<file path="src/rtl/multicycle_controller.sv">
`default_nettype none
// ============================================================================
// Module  : multicycle_controller
// Brief   : Sequencing FSM and ALU decoder for a multicycle RV32I datapath
//           with req/ready memory handshake and optional timeout watchdog.
// Revision: 1.0 - initial release
// ============================================================================
module multicycle_controller #(
  parameter int TIMEOUT = 16
) (
  input  logic       clk,
  input  logic       rst,
  input  logic [6:0] Op,
  input  logic [2:0] funct3,
  input  logic [6:0] funct7,
  input  logic       Zero,
  input  logic       mem_ready,
  output logic       mem_req,
  output logic       PCWrite,
  output logic       AdrSrc,
  output logic       MemWrite,
  output logic       IRWrite,
  output logic       RegWrite,
  output logic [1:0] ResultSrc,
  output logic [1:0] ALUSrcA,
  output logic [1:0] ALUSrcB,
  output logic [1:0] ImmSrc,
  output logic [2:0] ALUControl,
  output logic       illegal_op,
  output logic       err,
  output logic [3:0] state
);

  localparam logic [3:0] S_FETCH    = 4'd0;
  localparam logic [3:0] S_DECODE   = 4'd1;
  localparam logic [3:0] S_MEMADR   = 4'd2;
  localparam logic [3:0] S_MEMREAD  = 4'd3;
  localparam logic [3:0] S_MEMWB    = 4'd4;
  localparam logic [3:0] S_MEMWRITE = 4'd5;
  localparam logic [3:0] S_EXECUTER = 4'd6;
  localparam logic [3:0] S_EXECUTEI = 4'd7;
  localparam logic [3:0] S_ALUWB    = 4'd8;
  localparam logic [3:0] S_BEQ      = 4'd9;
  localparam logic [3:0] S_JAL      = 4'd10;
  localparam logic [3:0] S_ERROR    = 4'd15;

  localparam logic [6:0] OP_LW  = 7'b0000011;
  localparam logic [6:0] OP_SW  = 7'b0100011;
  localparam logic [6:0] OP_R   = 7'b0110011;
  localparam logic [6:0] OP_I   = 7'b0010011;
  localparam logic [6:0] OP_BEQ = 7'b1100011;
  localparam logic [6:0] OP_JAL = 7'b1101111;

  localparam logic [2:0] ALU_ADD = 3'b000;
  localparam logic [2:0] ALU_SUB = 3'b001;
  localparam logic [2:0] ALU_AND = 3'b010;
  localparam logic [2:0] ALU_OR  = 3'b011;
  localparam logic [2:0] ALU_SLT = 3'b101;

  localparam int          CW       = (TIMEOUT > 1) ? $clog2(TIMEOUT + 1) : 1;
  localparam logic [CW-1:0] WD_LAST = CW'(TIMEOUT - 1);

  logic [3:0]    state_q, state_d;
  logic [CW-1:0] wdog_q, wdog_d;
  logic          w_mem_phase;
  logic          w_mem_wait;
  logic          w_timeout;
  logic [2:0]    w_rialu;
  logic          w_unused;

  assign w_unused    = ^{funct7[6], funct7[4:0]};
  assign w_mem_phase = (state_q == S_FETCH) || (state_q == S_MEMREAD) || (state_q == S_MEMWRITE);
  assign w_mem_wait  = w_mem_phase && !mem_ready;
  // Expires on the wait cycle that brings the count to TIMEOUT; a ready in that cycle wins.
  assign w_timeout   = (TIMEOUT != 0) && w_mem_wait && (wdog_q == WD_LAST);
  assign state       = state_q;

  always_ff @(posedge clk or negedge rst) begin
    if (!rst) begin
      state_q <= S_FETCH;
      wdog_q  <= '0;
    end else begin
      state_q <= state_d;
      wdog_q  <= wdog_d;
    end
  end

  always_comb begin
    state_d = state_q;
    case (state_q)
      S_FETCH:    if (mem_ready) state_d = S_DECODE;
      S_DECODE: begin
        case (Op)
          OP_LW, OP_SW: state_d = S_MEMADR;
          OP_R:         state_d = S_EXECUTER;
          OP_I:         state_d = S_EXECUTEI;
          OP_BEQ:       state_d = S_BEQ;
          OP_JAL:       state_d = S_JAL;
          default:      state_d = S_FETCH;
        endcase
      end
      S_MEMADR:   state_d = (Op == OP_SW) ? S_MEMWRITE : S_MEMREAD;
      S_MEMREAD:  if (mem_ready) state_d = S_MEMWB;
      S_MEMWRITE: if (mem_ready) state_d = S_FETCH;
      S_MEMWB:    state_d = S_FETCH;
      S_EXECUTER: state_d = S_ALUWB;
      S_EXECUTEI: state_d = S_ALUWB;
      S_ALUWB:    state_d = S_FETCH;
      S_BEQ:      state_d = S_FETCH;
      S_JAL:      state_d = S_ALUWB;
      S_ERROR:    state_d = S_ERROR;
      default:    state_d = S_FETCH;
    endcase
    if (w_timeout) state_d = S_ERROR;

    wdog_d = wdog_q;
    if (state_d != state_q)              wdog_d = '0;
    else if (TIMEOUT != 0 && w_mem_wait) wdog_d = wdog_q + 1'b1;
  end

  always_comb begin
    case (funct3)
      3'b000:  w_rialu = (Op[5] && funct7[5]) ? ALU_SUB : ALU_ADD;
      3'b010:  w_rialu = ALU_SLT;
      3'b110:  w_rialu = ALU_OR;
      3'b111:  w_rialu = ALU_AND;
      default: w_rialu = ALU_ADD;
    endcase
  end

  always_comb begin
    mem_req    = 1'b0;
    PCWrite    = 1'b0;
    AdrSrc     = 1'b0;
    MemWrite   = 1'b0;
    IRWrite    = 1'b0;
    RegWrite   = 1'b0;
    ResultSrc  = 2'b00;
    ALUSrcA    = 2'b00;
    ALUSrcB    = 2'b00;
    ALUControl = ALU_ADD;
    illegal_op = 1'b0;
    err        = 1'b0;
    case (Op)
      OP_SW:   ImmSrc = 2'b01;
      OP_BEQ:  ImmSrc = 2'b10;
      OP_JAL:  ImmSrc = 2'b11;
      default: ImmSrc = 2'b00;
    endcase

    case (state_q)
      S_FETCH: begin
        mem_req   = 1'b1;
        ALUSrcB   = 2'b10;
        ResultSrc = 2'b10;
        IRWrite   = mem_ready;
        PCWrite   = mem_ready;
      end
      S_DECODE: begin
        ALUSrcA    = 2'b01;
        ALUSrcB    = 2'b01;
        illegal_op = !(Op == OP_LW || Op == OP_SW || Op == OP_R ||
                       Op == OP_I  || Op == OP_BEQ || Op == OP_JAL);
      end
      S_MEMADR: begin
        ALUSrcA = 2'b10;
        ALUSrcB = 2'b01;
      end
      S_MEMREAD: begin
        mem_req = 1'b1;
        AdrSrc  = 1'b1;
      end
      S_MEMWB: begin
        ResultSrc = 2'b01;
        RegWrite  = 1'b1;
      end
      S_MEMWRITE: begin
        mem_req  = 1'b1;
        AdrSrc   = 1'b1;
        MemWrite = 1'b1;
      end
      S_EXECUTER: begin
        ALUSrcA    = 2'b10;
        ALUControl = w_rialu;
      end
      S_EXECUTEI: begin
        ALUSrcA    = 2'b10;
        ALUSrcB    = 2'b01;
        ALUControl = w_rialu;
      end
      S_ALUWB:  RegWrite = 1'b1;
      S_BEQ: begin
        ALUSrcA    = 2'b10;
        ALUControl = ALU_SUB;
        PCWrite    = Zero;
      end
      S_JAL: begin
        ALUSrcA = 2'b01;
        ALUSrcB = 2'b10;
        PCWrite = 1'b1;
      end
      S_ERROR:  err = 1'b1;
      default: ;
    endcase

    // Reset overrides every strobe so nothing reaches the datapath or memory.
    if (!rst) begin
      mem_req    = 1'b0;
      PCWrite    = 1'b0;
      MemWrite   = 1'b0;
      IRWrite    = 1'b0;
      RegWrite   = 1'b0;
      illegal_op = 1'b0;
      err        = 1'b0;
    end
  end

endmodule
`default_nettype wire

</file>
<file path="config.mk">
export PLATFORM = sky130hd
export DESIGN_NAME = multicycle_controller
export DESIGN_NICKNAME = d
export VERILOG_FILES = /design/src/rtl/multicycle_controller.sv
export SDC_FILE = /design/constraint.sdc
export NUM_CORES = 1
export LEC_CHECK = 0
export CAP_MARGIN = 20
export CORE_ASPECT_RATIO = 2
export CORE_MARGIN = 1.5
export CORE_UTILIZATION = 39
export CTS_CLUSTER_DIAMETER = 40
export DETAILED_ROUTE_END_ITERATION = 12
export PLACE_DENSITY_LB_ADDON = 0.3
export RECOVER_POWER = 100
export SETUP_SLACK_MARGIN = 0.5
export SLEW_MARGIN = 10
export SYNTH_ARGS = -nofsm -noshare
export SYNTH_HDL_FRONTEND = slang
export SYNTH_SLANG_ARGS = --single-unit
export TNS_END_PERCENT = 10
</file>
<file path="constraint.sdc">
create_clock -name clk -period 1.9 [get_ports clk]
set_input_delay 0.38 -clock clk [delete_from_list [all_inputs] [get_ports clk]]
set_output_delay 0.38 -clock clk [all_outputs]
set_load 0.02 [all_outputs]
</file>
Yosys cells after proc, flatten, opt, wreduce, memory -nomap -nowiden --
Index checks and enable logic that the tools add are counted.
Storage, ports and cells: bits in registers 9, output and inout bits 23, logic and storage cells 81
Cells by class: add/sub/neg operators 1, equal/unequal tests 22, multiplexer cells 31, reduce and logical (&&, ||, !) cells 25
Operators by type and width (count):
- case mux 4 bit (7 select lines) | 1
- case mux 4 bit (5 select lines) | 1
- == test 4 x 3 -> 1 bit (second input constant) | 4
- == test 4 bit (second input constant) | 4
- two-way mux 4 bit | 4
- two-way mux 1 bit | 15
- == test 7 x 6 -> 1 bit (second input constant) | 2
- == test 7 bit (second input constant) | 2
- case mux 2 bit (2 select lines) | 3
- case mux 3 bit (4 select lines) | 1
- OR reduction 2 bit | 6
- two-way mux 5 bit | 2
- OR reduction 3 bit | 3
- == test 4 x 2 -> 1 bit (second input constant) | 2
- == test 7 x 2 -> 1 bit (second input constant) | 1
- == test 7 x 5 -> 1 bit (second input constant) | 1
- logical OR 1 bit | 7
- == test 3 bit (second input constant) | 2
- case mux 2 bit (3 select lines) | 1
- case mux 3 bit (2 select lines) | 1
- adder 5 x 1 -> 5 bit (second input constant) | 1
- == test 5 x 4 -> 1 bit (second input constant) | 1
- == test 4 x 1 -> 1 bit (second input constant) | 1
- logical NOT 4 bit | 1
- 9 further kinds | 12

Longest topological paths before layout --
depth after elaboration 9, mapped depth 9

Worst setup path before layout --
OpenSTA, ideal clock, no wires.
path kind reg2out, from register state_q[3] (netlist: state[3]), to output ALUControl[2], data arrival time 1.832 ns, data required time 1.520 ns, setup slack -0.312 ns, cell stages (with the launch flop) 5, cells stage by stage dfrtp_1 buf_2 nand2b_1 or2_2 nor4b_1
Between the ends: longest elaborated chain between the ends 3
RTL lines:
- from (decl) | RTL line 63 | logic [3:0] state_q, state_d;
- from (signal assigned) | RTL line 83 | state_q <= state_d;
- == test 4 x 3 -> 1 bit | RTL line 151 | case (state_q)
- OR reduction 2 bit (no source line)
- case mux 3 bit (2 select lines) (*) | RTL line 151
- to (decl) | RTL line 28 | output logic [2:0] ALUControl,
Every way passes the cells marked *; elsewhere a longest branch is shown, timed or not.

Final worst setup path --
from register state_q[3] (netlist: state[3]), to register wdog_q[2]
Between the ends: longest elaborated chain between the ends 8
RTL lines:
- branches (longest 8 deep; another with case mux 4 bit (7 select lines))
- to (signal assigned) | RTL line 84 | wdog_q <= wdog_d;
- to (decl) | RTL line 64 | logic [CW-1:0] wdog_q, wdog_d;
Parallel ways; which one is timed is not known. A chain may end at the register's enable or synchronous reset.

==> metrics.csv <==
metric,value,unit
Die Y,77.50,µm
met3 Use GR,7.143,%
DP Wirelength,3284,µm
post-detailed-route via-to-cell ratio,6.119,
Synth Area in Compound Gates,21.50,%
largest net degree at the start of global routing,11,
overall power,1.249,mW
worst vdd ir,0.6102,mV
Reg area,227.7,µm²
Setup WS post-layout,-0.2092,ns
gpl congestion,0.8999,
Die Span X,40.25,µm
First-pass DRT Iterations,4,
share of cells above drive strength 1,60.42,%
I/O Buffers,37,
H-tree lvl count,1,
maxcap violations,0,
Yosys reg bits,9,
Clock Sinks,9,
Syn-to-layout area delta,106.0,%
Cells after Synth,145,
register area share after synthesis,20.81,%
DRC,0,
FP Rows,26,
Worst Hold Class,in2async,
status,"finished, violations left",
Synth Cell Area,0.001082,mm²
M2 GR Usage,67.42,%
final setup fails,11,
worst slew pin tran,0.4184,ns
largest fanout on the critical path,9,
layer with the highest usage,met2,
clock latency at the later pin of the worst-skew pair,0.24,ns
initial antenna violation count,0,
yosys warns,0,
min Tclk post-route,2.109,ns
CTS tree,done,
failing checks,negative setup slack,
Simple-Gate Fraction of Synth Area,40.12,%
syn_area_per_cell,7.464,µm²
DR WL/cell,21.54,µm
Cell variety after synth,52,
CP Class,reg2reg,
Worst EP required,2.02,ns
Leak,1.023,nW
GRT Total Usage,38.10,%
Crit. End Element,flip-flop,
Starting DRT DRC Count,58,
CORE AREA,0.002603,mm²
relative slew slack,71.94,%
routed wire length,5773,µm
crit start category,flip-flop,
Vias,1640,
CTS Buffer Depth,2,
RR Startpoint,state[3],
CTS Buf Count,3,
Layout Nets,264,
I/O Pins,44,
PwrDens,560.0,mW/mm²
GRT met1 Usage,37.29,%
CP arrival,2.23,ns
RSZ-0062 raised after global routing,true,
"EDFF count, synth",0,
Antenna Diode Count,0,
Worst R2R Setup Slack,-0.21,ns
fillcell total,148,
Root Driver,clkbuf_8,
"Primary FF master, synth",dfrtp_1,
starting density of the core,41.59,%
max-slew violations,0,
largest family of logic cells by synthesized area,simple AND/OR/NAND/NOR gates,
first-pass GRT wire length,8238,µm
Post-Synth Adder-Cell Area,2.312,%
post-route ant nets,0,
area of the multi-input gates,0.001067,mm²
DIE AREA,0.003119,mm²
fin crit share,111.0,%
syn nets,168,
grt ovf,0,
final hold vios,0,
setup TNS,-1.165,ns
clk_skew,0.002463,ns
r2r endpoint,wdog_q[2],
xor-xnor portion of the synthesized cell area,6.358,%
worst reg2reg path depth,7,
fmax,0.4741,GHz
multiplexer area fraction after synthesis,1.850,%
fraction of registers with async set or reset after synthesis,100.0,%
"CTS clk-pin slew, worst paths",0.05,ns
vias in the first global route,1670,
## worst max path at each step
stage | slack, ns | to | from
finish | -0.21 | wdog_q[2] | state[3]
global route | -0.38 | wdog_q[1] | state[0]
CTS | -0.17 | wdog_q[4] | wdog_q[0]
detailed placement | -0.61 | wdog_q[4] | Op[4]
global placement | -0.56 | wdog_q[4] | Op[4]
floorplan | -0.07 | wdog_q[4] | wdog_q[0]
## metrics by stage
stage	cells	cell area (µm²)	utilization (%)	hold slack, ns	worst slack (ns)
global placement	254	1928	74.09	0.5371	-0.5600
finish	268	2230	85.67	0.3822	-0.2092
detailed placement	254	1928	74.09	0.5365	-0.6123
CTS	266	2141	82.26	0.5127	-0.1697
global route	268	2230	85.67	0.3920	-0.3818
floorplan	145	1194	-	0.08441	-0.07121
## area by class of cell
class | instances | share of cell area, %
Sequential cell | 9 | 10.21
Clock buffer | 4 | 2.020
Tap cell | 28 | 1.571
Multi-Input combinational cell | 120 | 47.87
Timing Repair Buffer | 101 | 37.32
Inverter | 6 | 1.010
## metal layers
metal | up-vias | wire length, µm
li1 | 722 | -
met1 | 798 | 1907
met2 | 83 | 3335
met3 | 37 | 213
met4 | 0 | 318
met5 | - | 0
## sequential cells by signal, summed over array words and instances, names as in the netlist
| signal | flops |
|---|---|
| state | 4 |
| wdog_q | 5 |
## synthesized netlist by cell type, drive strengths merged, types with 2 or more instances
cell type,number,area share [%]
a211oi,2,1.8
a21oi,12,5.5
a31oi,3,1.7
and3,6,3.5
and4,2,1.6
buf,5,3.2
clkbuf,5,1.7
dfrtp,9,21
ha,2,2.3
inv,6,2.1
mux2i,2,1.8
nand2,13,4.5
nand2b,3,1.7
nand3,4,1.8
nand4,2,1.2
nor2,17,5.9
nor2b,3,1.7
nor3,7,3.7
nor3b,3,2.1
nor4b,2,1.6
o21ai,3,1.4
o22ai,3,3.0
or2,3,1.7
or3b,2,1.6
or4,2,1.4
xnor2,4,3.9
xor2,3,2.4
## worst max-delay path, cell delays in order, from the launching register on
cell	delay (ns)
dfrtp_1	0.46
buf_4	0.22
or4_4	0.54
o22ai_4	0.21
buf_4	0.19
nand2_1	0.09
xor2_1	0.20
nor2_1	0.08
## placed cells by master (no fill, tap or decap), types with 3 or more instances in the layout
master / synthesis / routed
a21oi_1: 12 / 8
nand2_1: 13 / 12
buf_6: 1 / 17
inv_1: 6 / 6
and3_4: 0 / 4
clkbuf_1: 5 / 4
clkdlybuf4s50_1: 0 / 5
xor2_1: 3 / 3
clkbuf_8: 0 / 3
nor2_4: 0 / 4
nand2b_1: 3 / 3
nor2_1: 17 / 11
nor3b_2: 0 / 3
a21oi_2: 0 / 3
nand3_1: 4 / 4
nor3_2: 1 / 4
buf_4: 2 / 60
clkbuf_2: 0 / 10
dfrtp_1: 9 / 7
## cell families (layout without fill, tap and decap cells)
group	Yosys count	in the layout
AO/OA/AOI/OAI	33	33
XOR/XNOR	7	7
adder cells (fa/ha/maj)	2	2
buffers and inverters	16	111
flip-flops	9	9
multiplexers	2	2
AND/OR/NAND/NOR	76	76
## report_power, final
group	switching, mW	leakage (nW)	internal [mW]
clock	0.0785	0.0228	0.146
combinational	0.378	0.881	0.384
sequential	0.0389	0.119	0.223
## repair_timing
| action | in CTS | in global routing |
|---|---|---|
| cloned | 0 | 0 |
| endpoints found under the setup margin | 32 | 30 |
| hold buffers | 0 | 0 |
| resized for setup | 162 | 42 |
| endpoints found under the hold margin | 0 | 0 |
| buffers inserted | 8 | 2 |
| pin swaps | 19 | 19 |
Note: power is estimated with default switching activity, not from simulation.
